--- src/rtl/prll_bs_pkg.sv ---
// Shared definitions for the parallel-bus round-robin arbiter: message field
// positions, the default broadcast target and the per-bus FSM state encoding.
package prll_bs_pkg;

  localparam int unsigned ADDR_W = 8;
  localparam int unsigned ID_W   = 16;
  localparam logic [7:0]  BROADCAST_DEF = 8'hFF;

  typedef enum logic [1:0] {
    IDLE = 2'd0,
    POP  = 2'd1,
    PUSH = 2'd2
  } state_e;

  // Field positions are counted down from the message MSB.
  function automatic int tgt_msb(input int bits);
    return bits - 1;
  endfunction

  function automatic int tgt_lsb(input int bits);
    return bits - 8;
  endfunction

  function automatic int src_msb(input int bits);
    return bits - 9;
  endfunction

  function automatic int src_lsb(input int bits);
    return bits - 16;
  endfunction

  function automatic int id_msb(input int bits);
    return bits - 17;
  endfunction

  function automatic int id_lsb(input int bits);
    return bits - 32;
  endfunction

endpackage

--- src/rtl/prll_bs_rr_bus.sv ---
// One bus of the arbiter: round-robin grant, IDLE->POP->PUSH message FSM and
// routing of the captured message. PRLL_BS_STATS_EN adds a message counter.
module prll_bs_rr_bus
  import prll_bs_pkg::*;
#(
  parameter int         DRVRS     = 4,
  parameter int         BITS      = 32,
  parameter logic [7:0] BROADCAST = BROADCAST_DEF
) (
  input  logic            clk_i,
  input  logic            reset_ni,
  input  logic            pndng_i  [DRVRS],
  input  logic [BITS-1:0] d_pop_i  [DRVRS],
  output logic            pop_o    [DRVRS],
  output logic            push_o   [DRVRS],
  output logic [BITS-1:0] d_push_o [DRVRS]
`ifdef PRLL_BS_STATS_EN
  ,
  output logic [15:0]     msg_cnt_o
`endif
);

  localparam int IDXW    = (DRVRS > 1) ? $clog2(DRVRS) : 1;
  localparam int TGT_MSB = tgt_msb(BITS);
  localparam int TGT_LSB = tgt_lsb(BITS);

  state_e          state_q, state_d;
  logic [IDXW-1:0] rr_q, rr_d;
  logic [IDXW-1:0] w_q, w_d;
  logic [BITS-1:0] msg_q, msg_d;
  logic [BITS-1:0] d_push_q, d_push_d;
  logic [DRVRS-1:0] pop_q, pop_d;
  logic [DRVRS-1:0] push_q, push_d;

  logic            found_s;
  logic [IDXW-1:0] grant_s;
  logic [IDXW-1:0] idx_s;
  logic [DRVRS-1:0] mask_s;
  logic [7:0]      tgt_s;

  // Round-robin search: first pending driver after rr, wrapping modulo DRVRS.
  always_comb begin
    found_s = 1'b0;
    grant_s = '0;
    idx_s   = '0;
    for (int k = 1; k <= DRVRS; k++) begin
      idx_s = IDXW'((int'(rr_q) + k) % DRVRS);
      if (!found_s && pndng_i[idx_s]) begin
        found_s = 1'b1;
        grant_s = idx_s;
      end else begin
        found_s = found_s;
      end
    end
  end

  // Destination mask for the captured message.
  always_comb begin
    tgt_s  = msg_q[TGT_MSB:TGT_LSB];
    mask_s = '0;
    for (int i = 0; i < DRVRS; i++) begin
      if (int'(tgt_s) < DRVRS) begin
        mask_s[i] = (int'(tgt_s) == i);
      end else if (tgt_s == BROADCAST) begin
        mask_s[i] = (IDXW'(i) != w_q);
      end else begin
        mask_s[i] = 1'b0;
      end
    end
  end

  // FSM next state; strobes are computed one state ahead so they come out registered.
  always_comb begin
    state_d  = state_q;
    rr_d     = rr_q;
    w_d      = w_q;
    msg_d    = msg_q;
    d_push_d = d_push_q;
    pop_d    = '0;
    push_d   = '0;
    case (state_q)
      IDLE: begin
        if (found_s) begin
          pop_d[grant_s] = 1'b1;
          w_d            = grant_s;
          rr_d           = grant_s;
          msg_d          = d_pop_i[grant_s];
          state_d        = POP;
        end else begin
          state_d = IDLE;
        end
      end
      POP: begin
        push_d   = mask_s;
        d_push_d = msg_q;
        state_d  = PUSH;
      end
      PUSH: begin
        state_d = IDLE;
      end
      default: begin
        state_d = IDLE;
      end
    endcase
  end

  // State and output registers; rr resets to the last driver so driver 0 wins first.
  always_ff @(posedge clk_i) begin
    if (!reset_ni) begin
      state_q  <= IDLE;
      rr_q     <= IDXW'(DRVRS - 1);
      w_q      <= '0;
      msg_q    <= '0;
      d_push_q <= '0;
      pop_q    <= '0;
      push_q   <= '0;
    end else begin
      state_q  <= state_d;
      rr_q     <= rr_d;
      w_q      <= w_d;
      msg_q    <= msg_d;
      d_push_q <= d_push_d;
      pop_q    <= pop_d;
      push_q   <= push_d;
    end
  end

  // Fan the registered strobes and data out to the per-driver ports.
  always_comb begin
    for (int d = 0; d < DRVRS; d++) begin
      pop_o[d]    = pop_q[d];
      push_o[d]   = push_q[d];
      d_push_o[d] = d_push_q;
    end
  end

`ifdef PRLL_BS_STATS_EN
  logic [15:0] cnt_q;

  // One count per completed message, including broadcast and dropped ones.
  always_ff @(posedge clk_i) begin
    if (!reset_ni) begin
      cnt_q <= 16'd0;
    end else if (state_q == PUSH) begin
      cnt_q <= cnt_q + 16'd1;
    end else begin
      cnt_q <= cnt_q;
    end
  end

  assign msg_cnt_o = cnt_q;
`endif

endmodule

--- src/rtl/prll_bs_rr_arbtr.sv ---
// Multi-bus round-robin arbiter/router: BUSES independent copies of
// prll_bs_rr_bus. PRLL_BS_STATS_EN adds the per-bus msg_cnt output.
module prll_bs_rr_arbtr
  import prll_bs_pkg::*;
#(
  parameter int         BUSES     = 1,
  parameter int         DRVRS     = 4,
  parameter int         BITS      = 32,
  parameter logic [7:0] BROADCAST = BROADCAST_DEF
) (
  input  logic            clk,
  input  logic            reset,
  input  logic            pndng  [BUSES][DRVRS],
  input  logic [BITS-1:0] D_pop  [BUSES][DRVRS],
  output logic            pop    [BUSES][DRVRS],
  output logic            push   [BUSES][DRVRS],
  output logic [BITS-1:0] D_push [BUSES][DRVRS]
`ifdef PRLL_BS_STATS_EN
  ,
  output logic [15:0]     msg_cnt [BUSES]
`endif
);

  for (genvar b = 0; b < BUSES; b++) begin : g_bus
    prll_bs_rr_bus #(
      .DRVRS     (DRVRS),
      .BITS      (BITS),
      .BROADCAST (BROADCAST)
    ) u_bus (
      .clk_i    (clk),
      .reset_ni (reset),
      .pndng_i  (pndng[b]),
      .d_pop_i  (D_pop[b]),
      .pop_o    (pop[b]),
      .push_o   (push[b]),
      .d_push_o (D_push[b])
`ifdef PRLL_BS_STATS_EN
      ,
      .msg_cnt_o(msg_cnt[b])
`endif
    );
  end

endmodule

--- config.mk ---
export PLATFORM = sky130hd
export DESIGN_NAME = prll_bs_rr_arbtr
export DESIGN_NICKNAME = d
export VERILOG_FILES = /design/src/rtl/prll_bs_pkg.sv /design/src/rtl/prll_bs_rr_bus.sv /design/src/rtl/prll_bs_rr_arbtr.sv
export SDC_FILE = /design/constraint.sdc
export NUM_CORES = 1
export LEC_CHECK = 0
export BUFFER_PORTS_ARGS = -buffer_cell sky130_fd_sc_hd__buf_2
export CORE_MARGIN = 3
export CORE_UTILIZATION = 48
export CTS_CLUSTER_SIZE = 25
export DETAILED_ROUTE_END_ITERATION = 12
export PLACE_DENSITY = 0.83
export SYNTH_ARGS = -nofsm -noshare
export SYNTH_HDL_FRONTEND = slang
export SYNTH_HIERARCHICAL = 1
export SYNTH_SLANG_ARGS = --single-unit
--- constraint.sdc ---
create_clock -name clk -period 4.5 [get_ports clk]
set_input_delay 0.225 -clock clk [delete_from_list [all_inputs] [get_ports clk]]
set_output_delay 0.225 -clock clk [all_outputs]
set_load 0.05 [all_outputs]
* Word level (Yosys, flattened, before mapping) *
Index checks and enable logic that the tools add are counted.
Widths: inputs -> output; s select.

word-level totals
  register bits after elaboration = 78

operators by class
  $lt $le $gt $ge = 8
  muxes and demuxes = 35
  bitwise gates (word level) = 5
  add/sub/neg operators = 4
  equality and inequality tests = 8
  reductions and logical operators = 13

operators by type and width
  operator             count
  $bmux 32 s2          1
  $mux 32              2
  $mux 1               22
  $eq 8x3->1 const B   2
  $ge 3x3->1 const B   5
  $not 2->3            5
  $bmux 1 s2           4
  $eq 8x2->1 const B   1
  $eq 8x8->1 const B   1
  $logic_not 8->1      1
  $lt 8x3->1 const B   1
  $mux 2               4
  $add 2x1->2 const B  2
  $add 2x2->2 const B  2
  $logic_and 1x1->1    4
  $ne 2x2->1 const A   2
  $pmux 2 s2           1
  $reduce_and 2->1     2
  $logic_not 1->1      3
  $lt 2x3->1 const B   1
  $reduce_and 3->1     1
  $demux 1 s2          1
  $eq 2x1->1 const B   1
  $ge 2x1->1 const B   1
  other kinds (3)      3

* Logic depth before layout (Yosys ltp) *
  depth after elaboration = 19
  gate-level depth with buffers = 8

* Worst setup path before layout *
No wires, ideal clock.

  path kind = register to register
  start = register g_bus[0].u_bus.rr_q[1]
  end = register g_bus[0].u_bus.msg_q[0]
  arrival = 1.376 ns
  library setup time = 0.124 ns
  slack = 3.000 ns
  period minus slack after synthesis = 1.500 ns
  required time = 4.376 ns
  stages on the path, launching flop included = 7
  cells stage by stage = dfxtp_1 buf_4 o211ai_1 nand2_2 buf_4 a221oi_2 o22ai_1

between the ends
  cells in the longest elaborated chain, start to end = 19
  elaborated cells on any way between the ends = 39

RTL lines
  what                                        RTL line               source
  from (decl)                                 prll_bs_rr_bus.sv:28   logic [IDXW-1:0] rr_q, rr_d;
  from (signal assigned)                      prll_bs_rr_bus.sv:111  rr_q <= IDXW'(DRVRS - 1);
  from (signal assigned)                      prll_bs_rr_bus.sv:119  rr_q <= rr_d;
  $add 2x1->2                                 prll_bs_rr_bus.sv:47   idx_s = IDXW'((int'(rr_q) + k) % DRVRS);
  $not 2->3 (not written as such)             prll_bs_rr_bus.sv:48   if (!found_s && pndng_i[idx_s]) begin
  $bmux 1 s2                                  prll_bs_rr_bus.sv:48
  $mux 1 (not written as such) (2 in a row)   prll_bs_rr_bus.sv:48
  $mux 1                                      prll_bs_rr_bus.sv:48
  $logic_not 1->1                             prll_bs_rr_bus.sv:48
  $logic_and 1x1->1                           prll_bs_rr_bus.sv:48
  $mux 1                                      prll_bs_rr_bus.sv:48
  $logic_not 1->1                             prll_bs_rr_bus.sv:48
  $logic_and 1x1->1                           prll_bs_rr_bus.sv:48
  $mux 1                                      prll_bs_rr_bus.sv:48
  $logic_not 1->1                             prll_bs_rr_bus.sv:48
  $logic_and 1x1->1                           prll_bs_rr_bus.sv:48
  $mux 2                                      prll_bs_rr_bus.sv:48
  $not 2->3 (not written as such)             prll_bs_rr_bus.sv:87   msg_d = d_pop_i[grant_s];
  $bmux 32 s2                                 prll_bs_rr_bus.sv:87
  $mux 32 (not written as such) (2 in a row)  prll_bs_rr_bus.sv:87
  to (signal assigned)                        prll_bs_rr_bus.sv:121  msg_q <= msg_d;
  to (decl)                                   prll_bs_rr_bus.sv:30   logic [BITS-1:0] msg_q, msg_d;

Several ways; a longest one is shown, not always the timed one. The select of a mux whose other input is x is not followed.
A chain may end at the register's enable or synchronous reset.

* Worst setup path after layout *
  start = register g_bus[0].u_bus.rr_q[1]
  end = register g_bus[0].u_bus.msg_q[16]

Same word-level chain as after synthesis.

==> flow_summary.ini <==
[placement]
place.port_buffers = 269
pre_cts_ws_ns = 2.08
gp_congestion = 0.850
dp_hpwl_um = 10500

[clock_tree]
cts.sinks = 78
clockBufferDepth = 2
ctsResizeCount = 0
clock_latency_ns = 0.34
cts_buffers = 9
cts_setup_buffers = 0
cts_tree = yes
cts_root_buf = clkbuf_8
cts_hold_buf = 0
cts_max_level = 3
clk_transition_reported_paths_ns = 0.09

[die]
ioPinCount = 270
dieArea_um2 = 11100
start_util = 0.504
num_rows = 35
die_x_um = 105
coreArea_um2 = 9420
die_height_um = 105

[yosys]
postSynth.asyncResetShare = 0
synth.area.top_cells = dfxtp_1, buf_4, mux2i_1, a221oi_2, nand2_1
syn_area_per_cell_um2 = 8.72
synth_cells = 544
yosysWarnings = 6
synthesis.area_um2 = 4750
synth.distinct_cells = 45
netlist_top_cells_count = buf_4, dfxtp_1, nand2_1
synth_seq_cells = 78
synth_edf_count = 0
synth_area_leader_cell = dfxtp_1
ys_seq_area_frac = 0.329
ys.flop_type = dfxtp_1
syn_nets = 678
synthMostInstantiatedCell = buf_4
synth_top_cell_area_share = 0.329

[route]
first_iter_violations = 242
detail_route.wl_per_cell_um = 16.9
dr.pass1.iters = 4
vias = 4422
antenna_left = 0
viasPerCell = 5.35
drt_wl_total_um = 14000
drc = 0

[finish]
fillCellCount = 839
final_nets = 828
utilization = 0.588
antenna_cells = 0
drive_above_1_share = 0.453
synthToLayoutAreaGrowth_pct = 16.6

[sta]
finClkSkew_ns = 0.0152
setup_slack_ns = 2.01
tns_ns = 0
fin_crit_sh = 0.553
timing.slew.headroom = 0.207
hold_viol = 0
fmax_mhz = 402
worst_pin_slew_ns = 1.19
period_needed_ns = 2.49
drv_slew = 0
final-setup-viol-count = 0
rsz0062_at_grt = false

[global_route]
grtUsageMet1 = 0.303
antenna_found_initial = 0
grt_usage = 0.240
grt_pass1_vias = 4164
grt_busiest_layer = met2
grt_max_degree = 72
overflow = 0
grt_pass1_wl_um = 21600
use_met2 = 0.421
grtUsageMet3 = 0.0367

[worst_setup_path]
critPathCaptureType = flip-flop
critPathMaxFanout = 33
cpPeakStageDelay_ns = 1.01
required_ns = 4.71
path_cells = nand2_1 > a21oi_1 > o221a_2 > mux2i_1 > o22ai_1
arrival_ns = 2.70
critical_path_class = reg -> reg
slowest_stage = o221a_2
startpoint_type = flip-flop

[power]
ir_drop_v = 0.000229
power_density_nw_per_um2 = 408
leakage_nw = 2.76

[outcome]
status = completed

[flow_run]
drv_cap = 0

[worst_hold_path]
hp-class = in -> reg
## cell type report
class	instances	area (µm²)	share of cell area
Sequential cell	78	1560	0.282
Multi-Input combinational cell	326	2200	0.397
Timing Repair Buffer	274	1380	0.250
Inverter	5	18.8	0.00339
Clock inverter	6	87.6	0.0158
Tap cell	129	161	0.0292
Clock buffer	9	124	0.0224
## placed cells by master, fill, tap and decap left out, types with 2 or more instances in the layout
master | netlist | layout
buf_2 | 4 | 269
dfxtp_1 | 78 | 78
nand2_1 | 73 | 73
o21ai_0 | 38 | 38
mux2i_1 | 33 | 33
o22ai_1 | 32 | 32
or2_0 | 26 | 26
a21boi_0 | 24 | 24
a221oi_2 | 19 | 19
a221oi_1 | 14 | 14
a21boi_1 | 10 | 10
nor2_1 | 10 | 10
clkbuf_8 | 0 | 9
inv_1 | 5 | 5
nand2b_1 | 5 | 5
and2_1 | 5 | 5
buf_4 | 103 | 5
a21oi_1 | 4 | 4
clkinv_4 | 0 | 2
bufinv_16 | 0 | 2
clkinv_2 | 0 | 2
nor2_2 | 2 | 2
nor2b_1 | 3 | 2
o21ai_1 | 2 | 2
and3_1 | 2 | 2
nand3_1 | 2 | 2
o21bai_1 | 2 | 2
nand4_1 | 2 | 2
or2b_1 | 2 | 2
## where the power goes
part           switching (mW)  internal (mW)  leakage (nW)
Combinational           0.576          0.257          2.01
Sequential             0.0818          0.774         0.642
Clock                   0.258          0.309         0.109
Total                   0.916           1.34          2.76
## flip-flops by register name, summed over array words and instances, names as in the netlist
name and count:
g_bus.u_bus/msg_q 32, g_bus.u_bus/w_q 2, g_bus.u_bus/push_q 4, g_bus.u_bus/state_q 2, g_bus.u_bus/pop_q 4, g_bus.u_bus/rr_q 2, g_bus.u_bus/d_push_q 32
## logic make-up (layout without fill, tap and decap cells)
kind of cell	after synthesis	after routing	share of synthesized area
simple gates	136	136	0.137
mux	33	33	0.0696
compound gates	157	157	0.254
flops	78	78	0.329
buf+inv	140	294	0.210
## through the flow
stage	power, mW	instance area (µm²)	std cells	hold slack, ns
4_1_cts	2.27	5540	827	0.149
6_report	2.26	5540	827	0.166
2_1_floorplan	1.57	4750	544	0.414
5_1_grt	2.37	5540	827	0.160
3_5_place_dp	1.70	5320	812	0.443
3_3_place_gp	1.68	5320	812	0.436
## worst paths after layout
kind,from,endpoint,slack (ns),depth (start not counted)
max,g_bus[0].u_bus/rr_q[1],g_bus[0].u_bus/msg_q[16],2.01,5
min,D_pop[19],g_bus[0].u_bus/msg_q[19],0.17,3
max reg2reg,g_bus[0].u_bus/rr_q[1],g_bus[0].u_bus/msg_q[16],2.01,5
min reg2reg,g_bus[0].u_bus/msg_q[5],g_bus[0].u_bus/d_push_q[5],0.45,2
## critical path: cells and delay by family (launching register included)
kind | cells | cell delay (ns)
AO/OA/AOI/OAI | 3 | 1.29
flip-flops | 1 | 0.63
multiplexers | 1 | 0.32
AND/OR/NAND/NOR | 1 | 0.11
## metal layers
layer | up-vias | wire [µm]
li1 | 2127 | -
met1 | 2053 | 5850
met2 | 217 | 7000
met3 | 25 | 898
met4 | 0 | 218
met5 | - | 0
No activity file was read; power rests on OpenSTA's default activity.
